===== src/rtl/accum_scheduler.sv =====
// Round-robin scheduler that time-shares one add/subtract accumulator between
// NUM_REQ requesters, sequencing the fixed job d0 + d1 - d2 - d3.
module accum_scheduler #(
  parameter int NUM_REQ = 4,
  parameter int SEL_W   = 2
) (
  input  logic               clock,
  input  logic               rst_n,
  input  logic [NUM_REQ-1:0] req,
  output logic [NUM_REQ-1:0] gnt,
  output logic [SEL_W-1:0]   sel,
  output logic [1:0]         opnd,
  output logic [2:0]         cmd,
  output logic               valid,
  output logic [SEL_W-1:0]   done_id,
  output logic [NUM_REQ-1:0] ack,
  output logic               abort,
  output logic               busy
);

  localparam int NSEL = 1 << SEL_W;

  localparam logic [2:0] CMD_HOLD    = 3'b000;
  localparam logic [2:0] CMD_CAPTURE = 3'b001;
  localparam logic [2:0] CMD_ADD     = 3'b010;
  localparam logic [2:0] CMD_SUB     = 3'b100;

  typedef enum logic [2:0] {
    S_IDLE = 3'd0,
    S_CAP  = 3'd1,
    S_ADD  = 3'd2,
    S_SUB1 = 3'd3,
    S_SUB2 = 3'd4,
    S_DONE = 3'd5
  } state_t;

  state_t               state_r;
  logic [NUM_REQ-1:0]   gnt_r;
  logic [SEL_W-1:0]     sel_r;
  logic [SEL_W-1:0]     done_id_r;
  logic [SEL_W-1:0]     ptr_r;

  logic [NSEL-1:0]      req_ext_s;
  logic                 owner_req_s;
  logic                 found_s;
  logic [SEL_W-1:0]     pick_s;
  logic [SEL_W-1:0]     cand_s;
  logic                 job_s;
  logic                 abort_s;
  logic [2:0]           cmd_s;
  logic [1:0]           opnd_s;
  logic                 valid_s;
  logic                 busy_s;

  // Round-robin successor of an owner index, wrapping at NUM_REQ.
  function automatic logic [SEL_W-1:0] next_idx(input logic [SEL_W-1:0] idx);
    if (idx == SEL_W'(NUM_REQ - 1)) begin
      return SEL_W'(0);
    end else begin
      return idx + SEL_W'(1);
    end
  endfunction

  assign req_ext_s   = NSEL'(req);
  assign owner_req_s = req_ext_s[sel_r];

  // Arbiter: first requesting index at or after ptr, modulo NUM_REQ.
  always_comb begin
    found_s = 1'b0;
    pick_s  = SEL_W'(0);
    cand_s  = SEL_W'(0);
    for (int i = 0; i < NUM_REQ; i++) begin
      cand_s = SEL_W'((int'(ptr_r) + i) % NUM_REQ);
      if (!found_s && req_ext_s[cand_s]) begin
        found_s = 1'b1;
        pick_s  = cand_s;
      end else begin
        found_s = found_s;
      end
    end
  end

  // Output decode from state; an owner dropping req suppresses the op that cycle.
  always_comb begin
    cmd_s   = CMD_HOLD;
    opnd_s  = 2'd0;
    valid_s = 1'b0;
    busy_s  = 1'b1;
    job_s   = 1'b0;
    case (state_r)
      S_CAP:  begin cmd_s = CMD_CAPTURE; opnd_s = 2'd0; job_s = 1'b1; end
      S_ADD:  begin cmd_s = CMD_ADD;     opnd_s = 2'd1; job_s = 1'b1; end
      S_SUB1: begin cmd_s = CMD_SUB;     opnd_s = 2'd2; job_s = 1'b1; end
      S_SUB2: begin cmd_s = CMD_SUB;     opnd_s = 2'd3; job_s = 1'b1; end
      S_DONE: valid_s = 1'b1;
      default: busy_s = 1'b0;
    endcase
    abort_s = job_s && !owner_req_s;
    if (abort_s) begin
      cmd_s = CMD_HOLD;
    end else begin
      cmd_s = cmd_s;
    end
  end

  // Job sequencer with registered grant, owner, result id and priority pointer.
  always_ff @(posedge clock or negedge rst_n) begin
    if (!rst_n) begin
      state_r   <= S_IDLE;
      gnt_r     <= NUM_REQ'(0);
      sel_r     <= SEL_W'(0);
      done_id_r <= SEL_W'(0);
      ptr_r     <= SEL_W'(0);
    end else if (abort_s) begin
      state_r <= S_IDLE;
      gnt_r   <= NUM_REQ'(0);
      ptr_r   <= next_idx(sel_r);
    end else begin
      case (state_r)
        S_IDLE: begin
          if (found_s) begin
            state_r <= S_CAP;
            gnt_r   <= NUM_REQ'(1) << pick_s;
            sel_r   <= pick_s;
          end else begin
            state_r <= S_IDLE;
          end
        end
        S_CAP:  state_r <= S_ADD;
        S_ADD:  state_r <= S_SUB1;
        S_SUB1: state_r <= S_SUB2;
        S_SUB2: begin
          state_r   <= S_DONE;
          done_id_r <= sel_r;
        end
        S_DONE: begin
          state_r <= S_IDLE;
          gnt_r   <= NUM_REQ'(0);
          ptr_r   <= next_idx(sel_r);
        end
        default: begin
          state_r <= S_IDLE;
          gnt_r   <= NUM_REQ'(0);
        end
      endcase
    end
  end

  assign gnt     = gnt_r;
  assign sel     = sel_r;
  assign done_id = done_id_r;
  assign opnd    = opnd_s;
  assign cmd     = cmd_s;
  assign valid   = valid_s;
  assign abort   = abort_s;
  assign busy    = busy_s;
  assign ack     = valid_s ? (NUM_REQ'(1) << sel_r) : NUM_REQ'(0);

endmodule


===== config.mk =====
export PLATFORM = sky130hd
export DESIGN_NAME = accum_scheduler
export DESIGN_NICKNAME = d
export VERILOG_FILES = /design/src/rtl/accum_scheduler.sv
export SDC_FILE = /design/constraint.sdc
export NUM_CORES = 1
export LEC_CHECK = 0
export ABC_AREA = 1
export BUFFER_PORTS_ARGS = -buffer_cell sky130_fd_sc_hd__buf_2
export CAP_MARGIN = 20
export CORE_ASPECT_RATIO = 1.1
export CORE_MARGIN = 4
export CORE_UTILIZATION = 47
export CTS_CLUSTER_SIZE = 16
export DETAILED_ROUTE_END_ITERATION = 8
export GPL_ROUTABILITY_DRIVEN = 0
export HOLD_SLACK_MARGIN = 0.02
export PLACE_DENSITY = 0.74
export SLEW_MARGIN = 40
export SYNTH_ARGS = -nofsm -noshare
export SYNTH_HDL_FRONTEND = slang
export SYNTH_SLANG_ARGS = --single-unit

===== constraint.sdc =====
create_clock -name clock -period 1.6 [get_ports clock]
set_clock_uncertainty 0.15 [all_clocks]
set_input_delay 0.16 -clock clock [delete_from_list [all_inputs] [get_ports clock]]
set_output_delay 0.16 -clock clock [all_outputs]
set_load 0.01 [all_outputs]

# Word-level counts from Yosys, hierarchy flattened
# Index checks and enable logic that the tools add are counted.
dict set report op_classes {
  addsub 4
  n_lt_le_gt_ge 5
  n_eq_ne 8
  shift 2
  muxes 34
  bitwise 1
  n_reduce_logical 16
}
# operator count
set ops {}
lappend ops {{2-bit by 3-bit < comparator with 1-bit output (second input constant)} 5}
lappend ops {{3-bit case mux with 5 select lines} 1}
lappend ops {{2-bit two-way mux} 7}
lappend ops {{1-bit two-way mux} 13}
lappend ops {{4-bit two-way mux} 3}
lappend ops {{1-bit binary-select mux with 2-bit select} 5}
lappend ops {{3-bit case mux with 3 select lines} 1}
lappend ops {{4-bit case mux with 2 select lines} 1}
lappend ops {{1-bit by 2-bit left shift with 4-bit output (first input constant)} 2}
lappend ops {{3-bit by 2-bit equality test with 1-bit output (second input constant)} 2}
lappend ops {{3-bit equality test (second input constant)} 2}
lappend ops {{3-bit two-way mux} 2}
lappend ops {{2-bit case mux with 3 select lines} 1}
lappend ops {{5-bit OR reduction} 1}
lappend ops {{2-bit by 1-bit adder with 2-bit output (second input constant)} 2}
lappend ops {{2-bit adder (second input constant)} 2}
lappend ops {{1-bit logical AND} 4}
lappend ops {{1-bit logical NOT} 4}
lappend ops {{2-bit AND reduction} 2}
lappend ops {{4-bit OR reduction} 1}
lappend ops {{3-bit by 1-bit equality test with 1-bit output (second input constant)} 1}
lappend ops {{3-bit logical NOT} 1}
lappend ops {{3-bit inequality test (second input constant)} 1}
lappend ops {{3-bit AND reduction} 1}
lappend ops {{other kinds (5)} 5}
dict set report word_totals {
  reg_bits 13
  in_bits 6
  output_inout_bits 20
  word_cells 75
}

# Longest topological paths before layout
dict set report depth {
  word_depth 16
  mapped_depth 12
  mapped_depth_nobuf 11
}

# Worst setup path after synthesis
# Ideal clock, no wire load.
dict set report synth_path {
  path_type {reg-to-output}
  start {register sel_r[0] (netlist: sel[0])}
  end {output cmd[2]}
  t_arrival_ns 1.244
  setup_slack_ns 0.046
  stages_incl_launch_ff 7
  n_path_buf 0
  cell_sequence {dfrtp_1 -> inv_1 -> a21oi_1 -> o21ai_0 -> nand3_1 -> inv_1 -> nor2_1}
}
dict set report synth_between {
  elab_chain_len 5
}
# item line_no
set synth_rtl {}
lappend synth_rtl {{start, declared} 39} ;# logic [SEL_W-1:0] sel_r;
lappend synth_rtl {{start signal, assigned} 124} ;# sel_r <= pick_s;
lappend synth_rtl {{1-bit binary-select mux with 2-bit select} 65} ;# assign owner_req_s = req_ext_s[sel_r];
lappend synth_rtl {{1-bit two-way mux (implied by the code)} 65}
lappend synth_rtl {{1-bit logical NOT} 98} ;# abort_s = job_s && !owner_req_s;
lappend synth_rtl {{1-bit logical AND} 98}
lappend synth_rtl {{named net abort} 17} ;# output logic abort,
lappend synth_rtl {{3-bit two-way mux} 99} ;# if (abort_s) begin
lappend synth_rtl {{end, declared} 13} ;# output logic [2:0] cmd,
# The timed path passes the listed nets, and every way through them passes these cells. The select of a mux whose other input is x is not followed.

# Final worst setup path
dict set report layout_path {
  start {register state_r[2]}
  end {output cmd[1]}
}
dict set report layout_between {
  elab_chain_len 5
  word_cells_on_any_way 10
  classes_between {eq/ne: 4; mux: 3; reduce/logical: 3}
}
# item line_no
set layout_rtl {}
lappend layout_rtl {{start, declared} 37} ;# state_t state_r;
lappend layout_rtl {{start signal, assigned} 109} ;# state_r <= S_IDLE;
lappend layout_rtl {{start signal, assigned} 115} ;# state_r <= S_IDLE;
lappend layout_rtl {{start signal, assigned} 122} ;# state_r <= S_CAP;
lappend layout_rtl {{3-bit equality test (tied with other cells)} 90} ;# case (state_r)
lappend layout_rtl {{4-bit OR reduction (no source line)} --}
lappend layout_rtl {{1-bit two-way mux} 90}
lappend layout_rtl {{1-bit logical AND} 98}
lappend layout_rtl {{3-bit two-way mux (*)} 99}
# Mark *: on every way between the ends. The rest lies on a longest branch, timed or not.

==> flow_metrics.py <==
metrics = {
    "run": {
        "cap_viol_max_count": 0,
    },
    "floorplanning": {
        "rows": 17,
        "dieArea_sq_mm": 0.00298,
        "start_util_pct": 49.9,
        "ioPinCount": 26,
        "die_w_um": 52.4,
        "die_h_um": 56.8,
        "core_sq_mm": 0.00204,
    },
    "pwr": {
        "vdd_drop_max_mv": 1.95,
        "powerDensity_mw_per_mm2": 2520,
        "fin_total_pwr_mw": 4.15,
        "p_leak_nw": 0.930,
    },
    "grt": {
        "antenna_found_initial": 0,
        "grt_max_degree": 14,
        "grt_use_met2_pct": 38.8,
        "grt_pass1_wl_mm": 5.20,
        "grt_use_met3_pct": 2.39,
        "grt_use_met1_pct": 25.3,
        "track_usage_pct": 22.3,
        "grt_pass1_vias": 1287,
        "grt_busiest_layer": "met2",
        "overflow": 0,
    },
    "yosys": {
        "synth_top_area_share_pct": 31.9,
        "netlist_instances": 162,
        "synth_xor_area_share_pct": 0,
        "ys_ff_latch": 13,
        "synth_adder_area_share_pct": 4.91,
        "syn_avg_cell_area_sq_um": 6.29,
        "synth_top_family_by_area": "simple AND/OR/NAND/NOR gates",
        "syn_nets": 172,
        "yosysTopAreaCell": "dfrtp_1",
        "synth_compound_area_share_pct": 7.25,
        "ys_seq_area_share_pct": 31.9,
        "yosysWarnings": 0,
        "synth.area.mux_share_pct": 0,
        "ys_top_cells_by_area": "dfrtp_1 32%, nand2_1 22%, inv_1 7.4%, nand3_1 6.9%, nand2_2 6.1%",
        "synth_area_sq_mm": 0.00102,
        "synth_cell_types": 17,
        "yosys.area_share.simple_pct": 45.2,
    },
    "timing": {
        "post-route-period-util_pct": 121,
        "worstMarginPinSlew_ns": 0.468,
        "max_freq_mhz": 515,
        "setup_viol": 21,
        "rsz0062_at_grt": "true",
        "maxSlewHeadroom_pct": 68.5,
        "fin_crit_ns": 1.94,
        "maxSlewViolCount": 0,
        "setup_slack_ns": -0.342,
        "hold_violations": 0,
    },
    "cts": {
        "clock_latency_ns": 0.29,
        "cts.reportedPaths.clkPinSlew_ns": 0.09,
        "root_buffer": "clkbuf_4",
        "h-tree-depth": 1,
        "numClockSinks": 13,
        "cts_tree": "yes",
        "clock_path_buffers": 2,
        "cts_buffers": 3,
    },
    "route": {
        "route.detailed.drc": 0,
        "first_iter_violations": 37,
        "vias": 1338,
        "dr.pass1.iters": 4,
        "routedWlPerCell_um": 15.1,
        "wl_mm": 3.77,
        "routed_via_density": 5.35,
        "antenna_left": 0,
    },
    "final_layout": {
        "fin_nets": 233,
        "antenna_cells": 0,
        "fillers": 125,
        "design_area_sq_mm": 0.00165,
        "drive_gt1_share_pct": 51.4,
        "final_cells": 250,
        "syn_to_final_growth_pct": 61.8,
        "multi_input_area_sq_um": 752,
        "layout.area.seq_sq_um": 329,
    },
    "setup_path": {
        "crit_arrival_ns": 1.63,
        "timing.reg2reg.setup_slack_ns": -0.33,
        "worstPathRequired_ns": 1.29,
        "crit_type": "flop to output pin",
        "cp-endpoint": "cmd[1]",
        "critPathMaxFanout": 5,
        "r2r_end": "gnt[1]$_DFFE_PN0P_",
        "cp-end-kind": "output pin",
        "reg2reg_from": "state_r[1]$_DFF_PN0_",
        "startpoint": "state_r[2]$_DFF_PN0_",
        "reg2regPathDepth": 13,
        "start_kind": "flop",
    },
    "placed_design": {
        "dpl.hpwl_mm": 2.16,
        "io_buffers": 25,
        "placedInstanceArea_sq_mm": 0.00125,
        "placed_cells": 226,
    },
    "worst_hold_path": {
        "min_path_type": "input pin to asynchronous set/reset pin",
    },
    "outcome": {
        "violations": "negative setup slack",
        "status": "finished, violations left",
    },
}
==> placed cells by master, fill, tap and decap left out <==
master,n
dfrtp_2,3
nor2_2,1
clkbuf_1,1
nand3_4,1
buf_6,7
buf_2,22
nor3_2,2
inv_2,7
dfrtp_1,10
nand2_4,6
inv_6,1
inv_4,2
o21ai_1,1
nand3_1,8
a21oi_1,1
inv_1,13
clkbuf_4,3
o21ai_0,5
nor2_4,3
nand3_2,5
a21oi_2,1
buf_4,27
nand4_1,3
nor2_1,13
o21ai_2,3
nand2_1,48
nand2_2,16
clkinvlp_4,1
ha_1,4
o21ai_4,3
dlygate4sd3_1,1
==> flip-flops by register name, summed over array words and instances, names as in the netlist <==
| register | count |
|---|---|
| ptr_r | 2 |
| state_r | 3 |
| done_id | 2 |
| sel | 2 |
| gnt | 4 |
==> Yosys cell counts (all sizes together) <==
library cell	n
nor3	2
nand4	3
a21oi	2
nand3	14
inv	23
nand2	70
dfrtp	13
nor2	17
buf	2
o21ai	12
ha	4
==> report_power, final <==
group          total (mW)  switching [mW]  internal (mW)
Sequential          0.635           0.155          0.480
Combinational        3.30            1.88           1.42
Clock               0.215           0.118         0.0969
==> per-layer routing <==
metal  vias up  part of all wire [%]
li1        628                     -
met1       635                    37
met2        59                    54
met3        16                   4.3
met4         0                   4.2
met5         -                     0
==> per-stage QoR <==
| stage | setup slack (ns) | setup TNS, ns | hold slack [ns] | utilization, % |
|---|---|---|---|---|
| finish | -0.342 | -4.21 | 0.144 | 80.7 |
| global route | -0.395 | -5.63 | 0.175 | 80.7 |
| CTS | -0.215 | -2.01 | 0.152 | 73.7 |
| detailed placement | -0.0402 | -0.171 | -0.0863 | 61.4 |
| global placement | -0.0129 | -0.0129 | -0.0927 | 61.4 |
| floorplan | 0.0461 | 0 | -0.286 | - |
==> final cells by class <==
| type | count | area share [%] |
|---|---|---|
| multi-input combinational | 124 | 45.6 |
| timing repair buffer | 57 | 24.4 |
| sequential | 13 | 20.0 |
| inverter | 23 | 5.85 |
| tap | 28 | 2.13 |
| clock buffer | 4 | 1.59 |
| timing repair inverter | 1 | 0.456 |
==> worst min-delay path by stage <==
| stage | startpoint | to | slack (ns) |
|---|---|---|---|
| 6_report | rst_n | state_r[2]$_DFF_PN0_ | 0.14 |
| 5_1_grt | rst_n | gnt[0]$_DFFE_PN0P_ | 0.17 |
| 4_1_cts | rst_n | sel[1]$_DFFE_PN0P_ | 0.15 |
| 3_5_place_dp | rst_n | gnt[1]$_DFFE_PN0P_ | -0.09 |
| 3_3_place_gp | rst_n | gnt[3]$_DFFE_PN0P_ | -0.09 |
| 2_1_floorplan | rst_n | done_id[0]$_DFFE_PN0P_ | -0.29 |
==> kinds of logic after synthesis <==
group	Yosys count
AOI/OAI and AO/OA	14
and+or+nand+nor	106
DFF	13
adders and majority gates	4
buffers and inverters	25
==> critical path, cell delays in order, from the launching register on <==
cell and delay (ns):
dfrtp_1 0.44, inv_2 0.16, nand3_2 0.13, nand2_2 0.11, inv_2 0.05, nand2_4 0.08, nand3_4 0.09, inv_6 0.11
nor2_1 0.05, buf_2 0.13
==> timing repair <==
action	CTS	global route
hold buffers	1	0
pin swaps	16	9
buffers inserted	14	4
gates cloned	1	0
setup endpoints to repair	18	21
hold endpoints to repair	13	0
gates resized for setup	34	29
Note: power is estimated with default switching activity, not from simulation.
